<file path="config.mk">
export PLATFORM = sky130hd
export DESIGN_NAME = rvm_socket_ctrl
export DESIGN_NICKNAME = d
export VERILOG_FILES = /design/src/rtl/rvm_socket_ctrl.sv
export SDC_FILE = /design/constraint.sdc
export NUM_CORES = 1
export LEC_CHECK = 0
export BUFFER_PORTS_ARGS = -buffer_cell sky130_fd_sc_hd__buf_2
export CAP_MARGIN = 30
export CORE_MARGIN = 5
export CORE_UTILIZATION = 30
export CTS_CLUSTER_DIAMETER = 150
export CTS_CLUSTER_SIZE = 12
export DETAILED_ROUTE_END_ITERATION = 8
export GPL_TIMING_DRIVEN = 0
export PLACE_DENSITY_LB_ADDON = 0.15
export SYNTH_ARGS = -nofsm -noshare
export SYNTH_HDL_FRONTEND = slang
export SYNTH_SLANG_ARGS = --single-unit
</file>
<file path="constraint.sdc">
create_clock -name clock_i -period 1.67 [get_ports clock_i]
set_clock_uncertainty 0.15 [all_clocks]
set_input_delay 0.167 -clock clock_i [delete_from_list [all_inputs] [get_ports clock_i]]
set_output_delay 0.167 -clock clock_i [all_outputs]
set_load 0.01 [all_outputs]
</file>
<file path="src/rtl/rvm_socket_ctrl.sv">
// Core socket controller: boot/hold/run sequencing of a core's reset and fetch enable,
// plus synchronised, maskable, prioritised interrupt presentation with per-line edge/level modes.
module rvm_socket_ctrl #(
  parameter int ADDR_WIDTH  = 32,
  parameter int NUM_IRQ     = 3,
  parameter int SYNC_STAGES = 2,
  parameter int HOLD_CYCLES = 16,
  localparam int IDW        = (NUM_IRQ > 1) ? $clog2(NUM_IRQ) : 1
) (
  input  logic                  clock_i,
  input  logic                  reset_ni,
  input  logic [ADDR_WIDTH-1:0] bootaddr_i,
  input  logic                  boot_req_i,
  input  logic                  halt_req_i,
  input  logic [NUM_IRQ-1:0]    irq_i,
  input  logic [NUM_IRQ-1:0]    irq_edge_i,
  input  logic [NUM_IRQ-1:0]    irq_mask_i,
  input  logic                  irq_ack_i,
  output logic                  core_rst_no,
  output logic [ADDR_WIDTH-1:0] core_bootaddr_o,
  output logic                  core_fetch_en_o,
  output logic                  core_irq_o,
  output logic [IDW-1:0]        core_irq_id_o,
  output logic                  running_o
);

  localparam int CNT_W = $clog2(HOLD_CYCLES + 1);

  typedef enum logic [1:0] {
    IDLE = 2'd0,
    HOLD = 2'd1,
    RUN  = 2'd2
  } state_e;

  state_e                        state_q, state_d;
  logic [CNT_W-1:0]              cnt_q, cnt_d;
  logic [ADDR_WIDTH-1:0]         bootaddr_q;
  logic                          boot_take;
  logic                          enter_idle;
  logic                          run_q;

  logic [SYNC_STAGES-1:0][NUM_IRQ-1:0] irq_sync_q;
  logic [NUM_IRQ-1:0]            irq_prev_q;
  logic [NUM_IRQ-1:0]            irq_lvl;
  logic [NUM_IRQ-1:0]            irq_rise;
  logic [NUM_IRQ-1:0]            pending_q, pending_d, pending_edge;
  logic [NUM_IRQ-1:0]            active;
  logic [NUM_IRQ-1:0]            ack_clr;
  logic [IDW-1:0]                irq_id;

  // Sequencer: halt has priority over boot in every state.
  always_comb begin
    state_d   = state_q;
    cnt_d     = cnt_q;
    boot_take = 1'b0;
    case (state_q)
      IDLE: begin
        if (boot_req_i && !halt_req_i) begin
          boot_take = 1'b1;
          state_d   = HOLD;
          cnt_d     = CNT_W'(HOLD_CYCLES);
        end
      end
      HOLD: begin
        if (halt_req_i) begin
          state_d = IDLE;
          cnt_d   = '0;
        end else if (cnt_q == CNT_W'(1)) begin
          state_d = RUN;
          cnt_d   = '0;
        end else begin
          cnt_d = cnt_q - CNT_W'(1);
        end
      end
      RUN: begin
        if (halt_req_i) begin
          state_d = IDLE;
        end
      end
      default: begin
        state_d = IDLE;
        cnt_d   = '0;
      end
    endcase
  end

  assign enter_idle = (state_q != IDLE) && (state_d == IDLE);

  always_ff @(posedge clock_i or negedge reset_ni) begin
    if (!reset_ni) begin
      state_q    <= IDLE;
      cnt_q      <= '0;
      bootaddr_q <= '0;
      run_q      <= 1'b0;
    end else begin
      state_q <= state_d;
      cnt_q   <= cnt_d;
      run_q   <= (state_d == RUN);
      if (boot_take) begin
        bootaddr_q <= bootaddr_i;
      end
    end
  end

  // Interrupt front end: synchroniser chain, then one extra flop for edge detection.
  assign irq_lvl  = irq_sync_q[SYNC_STAGES-1];
  assign irq_rise = irq_lvl & ~irq_prev_q;
  assign active   = pending_q & irq_mask_i;

  always_comb begin
    irq_id = '0;
    for (int i = NUM_IRQ - 1; i >= 0; i--) begin
      if (active[i]) begin
        irq_id = IDW'(i);
      end
    end
  end

  always_comb begin
    ack_clr = '0;
    if (irq_ack_i && core_irq_o) begin
      ack_clr[irq_id] = 1'b1;
    end
  end

  // A rise arriving with its own ack re-arms the line; leaving RUN/HOLD drops stale edges.
  assign pending_edge = enter_idle ? '0 : ((pending_q & ~ack_clr) | irq_rise);
  assign pending_d    = (irq_edge_i & pending_edge) | (~irq_edge_i & irq_lvl);

  always_ff @(posedge clock_i or negedge reset_ni) begin
    if (!reset_ni) begin
      irq_sync_q <= '0;
      irq_prev_q <= '0;
      pending_q  <= '0;
    end else begin
      irq_sync_q <= {irq_sync_q[SYNC_STAGES-2:0], irq_i};
      irq_prev_q <= irq_lvl;
      pending_q  <= pending_d;
    end
  end

  assign core_rst_no     = run_q;
  assign core_fetch_en_o = run_q;
  assign running_o       = run_q;
  assign core_bootaddr_o = bootaddr_q;
  assign core_irq_o      = (state_q == RUN) && (|active);
  assign core_irq_id_o   = irq_id;

endmodule
</file>
# ---- Word-level counts from Yosys, hierarchy flattened
# Index checks and enable logic that the tools add are counted.
dict set report word_totals {
  output_inout_bits 38
  regBits 52
  wordCells 56
}
dict set report op_classes {
  n_reduce_logical 11
  magnitude_cmp 2
  n_bitwise 11
  muxes 18
  n_eq_ne 5
  addsub 1
}
# cell count
set op_table {}
lappend op_table {{3-bit AND} 5}
lappend op_table {{5-bit 2-to-1 mux} 3}
lappend op_table {{5-bit one-hot mux with 3 select lines} 1}
lappend op_table {{2-bit 2-to-1 mux} 7}
lappend op_table {{3-bit NOT} 3}
lappend op_table {{3-bit 2-to-1 mux} 2}
lappend op_table {{3-bit bitwise OR} 2}
lappend op_table {{2-bit one-hot mux with 3 select lines} 1}
lappend op_table {{5-bit by 1-bit == test with 1-bit output (second input constant)} 1}
lappend op_table {{1-bit logical AND} 5}
lappend op_table {{5-bit by 1-bit subtractor with 5-bit output (second input constant)} 1}
lappend op_table {{2-bit == test (second input constant)} 2}
lappend op_table {{2-bit logical NOT} 2}
lappend op_table {{2-bit by 3-bit < comparator with 1-bit output (second input constant)} 1}
lappend op_table {{1-bit 2-to-1 mux} 3}
lappend op_table {{3-bit OR reduction} 1}
lappend op_table {{1-bit demux with 2-bit select} 1}
lappend op_table {{2-bit by 1-bit == test with 1-bit output (second input constant)} 1}
lappend op_table {{2-bit by 1-bit >= comparator with 1-bit output (second input constant)} 1}
lappend op_table {{2-bit inequality test (second input constant)} 1}
lappend op_table {{2-bit AND reduction} 1}
lappend op_table {{2-bit nonzero test} 1}
lappend op_table {{1-bit logical NOT} 1}
lappend op_table {{1-bit NOT} 1}

# ---- Depth between registers and ports, before layout
# Gate-level depths: netlist (run 1).
dict set report logic_depth {
  ltp_word 15
  depth_mapped 6
}

# ---- Least setup slack after synthesis (run 1)
# No wires, ideal clock.
dict set report synth_timing {
  path_kind {reg2reg}
  start {register state_q[1]}
  end {register bootaddr_q[1], in the netlist core_bootaddr_o[1]}
  path_stages_with_launch 4
  n_path_buf 1
  arrival_ns 1.224
  t_required_ns 1.395
  slack_ns 0.171
  synth_period_minus_slack_ns 1.499
  path_cell_list {dfrtp_1 -> nor3_4 -> buf_6 -> mux2_2}
}
dict set report synth_between {
  elab_chain_cells 2
}
# item line
set synth_lines {}
lappend synth_lines {{start, declared} 35} ;# state_e state_q, state_d;
lappend synth_lines {{start signal, assigned} 96} ;# state_q <= state_d;
lappend synth_lines {{2-bit logical NOT} 56} ;# case (state_q)
lappend synth_lines {{1-bit 2-to-1 mux} 56}
lappend synth_lines {{end signal, assigned} 100} ;# bootaddr_q <= bootaddr_i;
lappend synth_lines {{end, declared} 37} ;# logic [ADDR_WIDTH-1:0] bootaddr_q;
# No other way between the ends.
# A chain may end at the register's enable or synchronous reset.

# ---- Worst setup path in the final report (run 1)
dict set report layout_timing {
  start {register state_q[0]}
  end {register bootaddr_q[26], in the netlist core_bootaddr_o[26]}
}
# The elaborated chain is that of the path after synthesis.

==> impl_metrics.yaml, run 1 <==
power:
  pwr-share-comb_pct: 26.9
  clock_power_share_pct: 24.9
  p_leak_nw: 1.50
  irDropWorstVdd_mv: 0.550
  swShare_pct: 27.9
  power.switching_uw: 943
  powerDensity_nw_per_um2: 1070
  internal_power_mw: 2.44
  seqPwrFrac_pct: 48.2
grt:
  grt_usage_pct: 12.7
  antenna_found_initial: 0
  first_global_vias: 1732
  grt-ovfl-total: 0
  grt_pass1_wl_um: 8630
  grt_start_max_net_pins: 30
worst_setup_path:
  cp.required_ps: 1720
  worstPathMaxFanout: 10
  cp-start-kind: "flop"
  endpoint: "core_bootaddr_o[26]"
  r2r_end: "core_bootaddr_o[26]"
  rrSetupSlack_ps: 50
  endpoint_kind: "flop"
  reg2reg_depth: 5
  cp.arrival_ps: 1670
  rr_startpoint: "state_q[0]"
  critPathLaunch: "state_q[0]"
  worstSetupPathType: "reg -> reg"
drt:
  dr.pass1.iters: 4
  route.detailed.drc: 0
  drt_iter0_drc: 34
  wl_um: 5070
  wl_per_cell_um: 14.0
  via_per_inst: 4.49
  ant_nets: 0
  via_count: 1627
cells_and_area:
  final_common_cell: "buf_2"
  area_growth_pct: 52.2
  fin_nets: 329
  diodes: 0
  final_cell_area_um2: 3150
  layout-drive-gt1-share_pct: 48.2
  layout_common_cells: "buf_2 (83), dfrtp_1 (52), dlygate4sd3_1 (38)"
placed_design:
  place_congestion: 0.724
  hpwl_um: 3330
  portBuffers: 83
  dpl-instance-area_um2: 2600
clock_network:
  clockBufferDepth: 2
  htree_levels: 2
  cts_buffers: 5
  cts_tree: "built"
  clk_pin_slew_worst_paths_ps: 100
  cts_root_buf: "clkbuf_8"
  clock_latency_ps: 300
  clock-sinks: 52
logic_synthesis:
  yosysTopAreaCellShare_pct: 63.0
  yosysTopAreaCell: "dfrtp_1"
  ys_seq_area_share_pct: 63.0
  ys_ff_latch: 52
  synth_nets: 196
  syn_avg_cell_area_um2: 14.0
  synthCells: 148
  synthTopCellsByArea: "dfrtp_1 (63%), mux2_2 (16%), nand2_1 (2.5%), a21oi_1 (1.7%), o21ai_0 (1.7%)"
  ys_warn_count: 0
  syn_area_um2: 2070
  yosysUniqueCellTypes: 31
timing:
  period_share_pct: 97.1
  rsz0062_at_grt: "yes"
  fmax_ghz: 0.616
  holdWs_ps: 37.2
  slew_headroom_pct: 54.2
  period_needed_ps: 1620
  worst_pin_slew_ps: 687
  setup_violations: 0
  slew_viol_final: 0
  hold_violations: 0
  fin_setup_tns_ps: 0
floorplanning:
  core_area_um2: 6760
  die_w_um: 93.0
  dieHeight_um: 93.0
  start_util_pct: 30.6
  die-area_um2: 8650
  ios: 84
  std_cell_rows: 30
min_path:
  min_path_type: "in -> reg"
flow_run:
  drv_cap: 0
outcome:
  status: "finished clean"
[metal layers]
metal | share of wire, % | track usage [%]
met5 | 0 | 0
met2 | 49 | 20.7
met4 | 1.3 | 4.03
met3 | 7.3 | 3.94
met1 | 43 | 16.1
[synthesized netlist by cell type]
cell type and instances:
buf_4 2, nor3_4 1, a22o_1 2, a21o_1 1, ha_1 2, mux2_1 2
inv_1 2, nor3_1 2, and3_1 1, maj3_2 1, a211oi_1 1, a21boi_0 1
nand2b_4 1, or3_1 1, nor3b_1 1, o31ai_1 1, nand3_1 3, nand2b_1 1
a22oi_1 1, nand4b_1 2, dfrtp_1 52, xnor2_1 1, nor2b_1 1, mux2_2 30
buf_2 1, and3b_1 1, nor2_1 2, a21oi_1 7, o21ai_0 7, nand2_1 14
buf_6 3
[metrics by stage]
step	util, %	cells	setup slack (ps)	total power [mW]
finish	46.6	362	47.8	3.38
global route	46.6	362	-6.17	3.61
CTS	46.3	362	27.3	3.44
detailed placement	38.5	312	-44.8	2.48
global placement	38.2	311	-35.1	2.46
floorplan	-	148	171	2.11
[timing repair]
| action | CTS | global route |
|---|---|---|
| gates resized for setup | 2 | 6 |
| gates cloned | 1 | 0 |
| hold buffers | 38 | 0 |
| setup endpoints to repair | 31 | 21 |
| pin swaps | 1 | 0 |
| buffers inserted | 3 | 0 |
| endpoints found under the hold margin | 66 | 0 |
[how the worst min path moves through the flow]
stage | start | end | slack (ps) | cells after the start
2_1_floorplan | reset_ni | cnt_q[0] | -280 | 0
3_3_place_gp | irq_i[1] | irq_sync_q[1] | 130 | 1
3_5_place_dp | reset_ni | pending_q[1] | 100 | 1
4_1_cts | irq_mask_i[0] | pending_q[0] | 10 | 4
5_1_grt | irq_mask_i[0] | pending_q[0] | 40 | 4
6_report | irq_edge_i[1] | pending_q[1] | 40 | 3
[cell families after synthesis]
logic type / after synthesis / synth area share [%]
buf+inv: 8 / 2.97
fa+ha+maj: 3 / 1.76
simple gates: 31 / 8.42
flops: 52 / 63.0
xor+xnor: 1 / 0.424
compound gates: 21 / 6.05
mux: 32 / 17.4
[power groups by stage]
stage / sequential, mW / clock, mW / combinational, mW
6_report: 1.63 / 0.843 / 0.910
5_1_grt: 1.67 / 0.945 / 1.00
4_1_cts: 1.63 / 0.891 / 0.917
3_5_place_dp: 1.65 / 0 / 0.834
3_3_place_gp: 1.65 / 0 / 0.817
2_1_floorplan: 1.74 / 0 / 0.375
[sequential cells by signal, indices dropped and copies added, names as in the netlist]
register         cells
core_fetch_en_o      1
irq_lvl              3
cnt_q                5
core_bootaddr_o     32
pending_q            3
irq_prev_q           3
state_q              2
irq_sync_q           3
[layout make-up]
cell class | instances | area (um2)
tap | 80 | 100
clock inverter | 2 | 35.0
multi-input combinational | 88 | 717
fill | 648 | 3610
timing repair buffer | 126 | 853
buffer | 6 | 60.1
sequential | 52 | 1300
clock buffer | 6 | 72.6
inverter | 2 | 7.51
[critical path: stages (launching register included)]
cell and delay [ps]:
dfrtp_1 380, nand2b_4 160, nor3_4 180, buf_6 150, buf_6 150, mux2_2 340
Power figures use the tool's default switching activity.
==> inputs of run 2 (changes only) <==
==> constraint.sdc (replaced) <==
create_clock -name clock_i -period 1.67 [get_ports clock_i]
set_clock_uncertainty 0.15 [all_clocks]
set_input_delay 0 -clock clock_i [delete_from_list [all_inputs] [get_ports clock_i]]
set_output_delay 0 -clock clock_i [all_outputs]
set_load 0.01 [all_outputs]
==> impl_metrics.yaml, run 2 (synthesis results as in run 1) <==
timing:
  fin_setup_tns_ps: 0
  slew_viol_final: 0
  setup_violations: 0
  period_needed_ps: 1610
  period_share_pct: 96.6
  worst_pin_slew_ps: 684
  slew_headroom_pct: 54.4
  hold_violations: 0
  fmax_ghz: 0.620
floorplanning:
  start_util_pct: 30.6
  dieHeight_um: 93.0
  die-area_um2: 8650
  core_area_um2: 6760
  die_w_um: 93.0
  ios: 84
  std_cell_rows: 30
drt:
  wl_per_cell_um: 14.0
  drt_iter0_drc: 31
  wl_um: 5150
  ant_nets: 0
  via_count: 1645
  via_per_inst: 4.47
  route.detailed.drc: 0
  dr.pass1.iters: 4
min_path:
  hold_depth: 5
  min_from: "irq_ack_i"
  min_path_type: "in -> reg"
  worstHoldEndpoint: "pending_q[0]"
power:
  clock_power_share_pct: 25.0
  internal_power_mw: 2.44
  swShare_pct: 27.9
  p_leak_nw: 1.52
  power.total_mw: 3.38
  irDropWorstVdd_mv: 0.551
  pwr-share-comb_pct: 26.9
  seqPwrFrac_pct: 48.1
  power.switching_uw: 943
  powerDensity_nw_per_um2: 1060
worst_setup_path:
  cp-start-kind: "flop"
  reg2reg_depth: 5
  path_cells: "nand2b_4, nor3_4, buf_6, buf_6, mux2_2"
  cp.required_ps: 1710
  max_stage_delay_ps: 380
  r2r_end: "core_bootaddr_o[8]"
  worstPathMaxFanout: 10
  rrSetupSlack_ps: 60
  cp_slowest_cell: "dfrtp_1"
  crit_path_frequent_cell: "buf_6"
  cp.arrival_ps: 1650
  endpoint_kind: "flop"
  worstSetupPathType: "reg -> reg"
  cp_top_family: "flip-flops"
  crit_buf_inv: 2
  rr_startpoint: "state_q[0]"
placed_design:
  placed_cells: 312
  hpwl_um: 3330
  portBuffers: 83
  place_congestion: 0.724
  dpl-instance-area_um2: 2600
cells_and_area:
  area_growth_pct: 54.1
  layout-drive-gt1-share_pct: 46.5
  largest_reg_flops: 32
  fin_nets: 335
  final_cells: 368
  nFillCells: 642
  final_cell_area_um2: 3180
  final_common_cell: "buf_2"
  layout_common_cells: "buf_2 (84), dfrtp_1 (52), dlygate4sd3_1 (44)"
  diodes: 0
clock_network:
  htree_levels: 2
  cts_root_buf: "clkbuf_8"
  cts_tree: "built"
  clock_latency_ps: 300
  clk_pin_slew_worst_paths_ps: 90
  clockBufferDepth: 2
  clock-sinks: 52
  cts_buffers: 5
grt:
  grt_start_max_net_pins: 30
  first_global_vias: 1755
  grt_pass1_wl_um: 8770
  grt_usage_pct: 12.9
  antenna_found_initial: 0
  grt-ovfl-total: 0
flow_run:
  drv_cap: 0
outcome:
  status: "finished clean"
[run 2: worst reg2reg max path, stage by stage (launching register included)]
cell and delay (ps):
dfrtp_1 380, nand2b_4 160, nor3_4 180, buf_6 150, buf_6 150, mux2_2 340
[run 2: stage by stage]
step / setup WS, ps / hold slack, ps / util [%]
2_1_floorplan: 171 / -446 / -
3_3_place_gp: -35.1 / -39.8 / 38.2
3_5_place_dp: -44.8 / -63.9 / 38.5
4_1_cts: 28.3 / 90.3 / 47.1
5_1_grt: -3.82 / 110 / 47.1
6_report: 56.0 / 106 / 47.1
[run 2: final cells by class]
class	count	area, um2	share of cell area, %
repair buffers	132	910	28.6
multi-input cells	88	704	22.1
clock buffers	6	72.6	2.28
clock inverters	2	35.0	1.10
plain buffers	6	53.8	1.69
well taps	80	100	3.14
flip-flops and latches	52	1300	40.9
inverters	2	7.51	0.236
[run 2: worst max path at each step]
stage                           from  depth (start not counted)  slack (ps)             endpoint
after floorplan           state_q[1]                          3         170   core_bootaddr_o[1]
after global routing      state_q[0]                          5          -4   core_bootaddr_o[2]
after detailed placement  state_q[1]                          3         -40  core_bootaddr_o[10]
after CTS                 state_q[0]                          5          30  core_bootaddr_o[26]
after global placement    state_q[1]                          3         -40  core_bootaddr_o[18]
final                     state_q[0]                          5          60   core_bootaddr_o[8]
[run 2: power by group through the flow]
| stage | Combinational (mW) | Clock [mW] | Sequential, mW |
|---|---|---|---|
| final | 0.912 | 0.845 | 1.63 |
| after global routing | 1.01 | 0.944 | 1.67 |
| after CTS | 0.925 | 0.891 | 1.63 |
| after detailed placement | 0.834 | 0 | 1.65 |
| after global placement | 0.817 | 0 | 1.65 |
| after floorplan | 0.375 | 0 | 1.74 |
[run 2: timing repair]
action                     4_1_cts  5_1_grt
cloned                           1        0
hold endpoints to repair        74        0
setup buffers                    3        0
pin swaps                        1        0
setup endpoints to repair       30       19
resized for setup                1        1
hold buffers                    44        0
[run 2: layer usage]
layer | routed length (um) | global-route usage, % | up-vias
met5 | 0 | 0 | -
met4 | 67 | 4.03 | 0
li1 | - | - | 794
met3 | 359 | 3.86 | 8
met1 | 2190 | 16.3 | 789
met2 | 2540 | 21.4 | 54
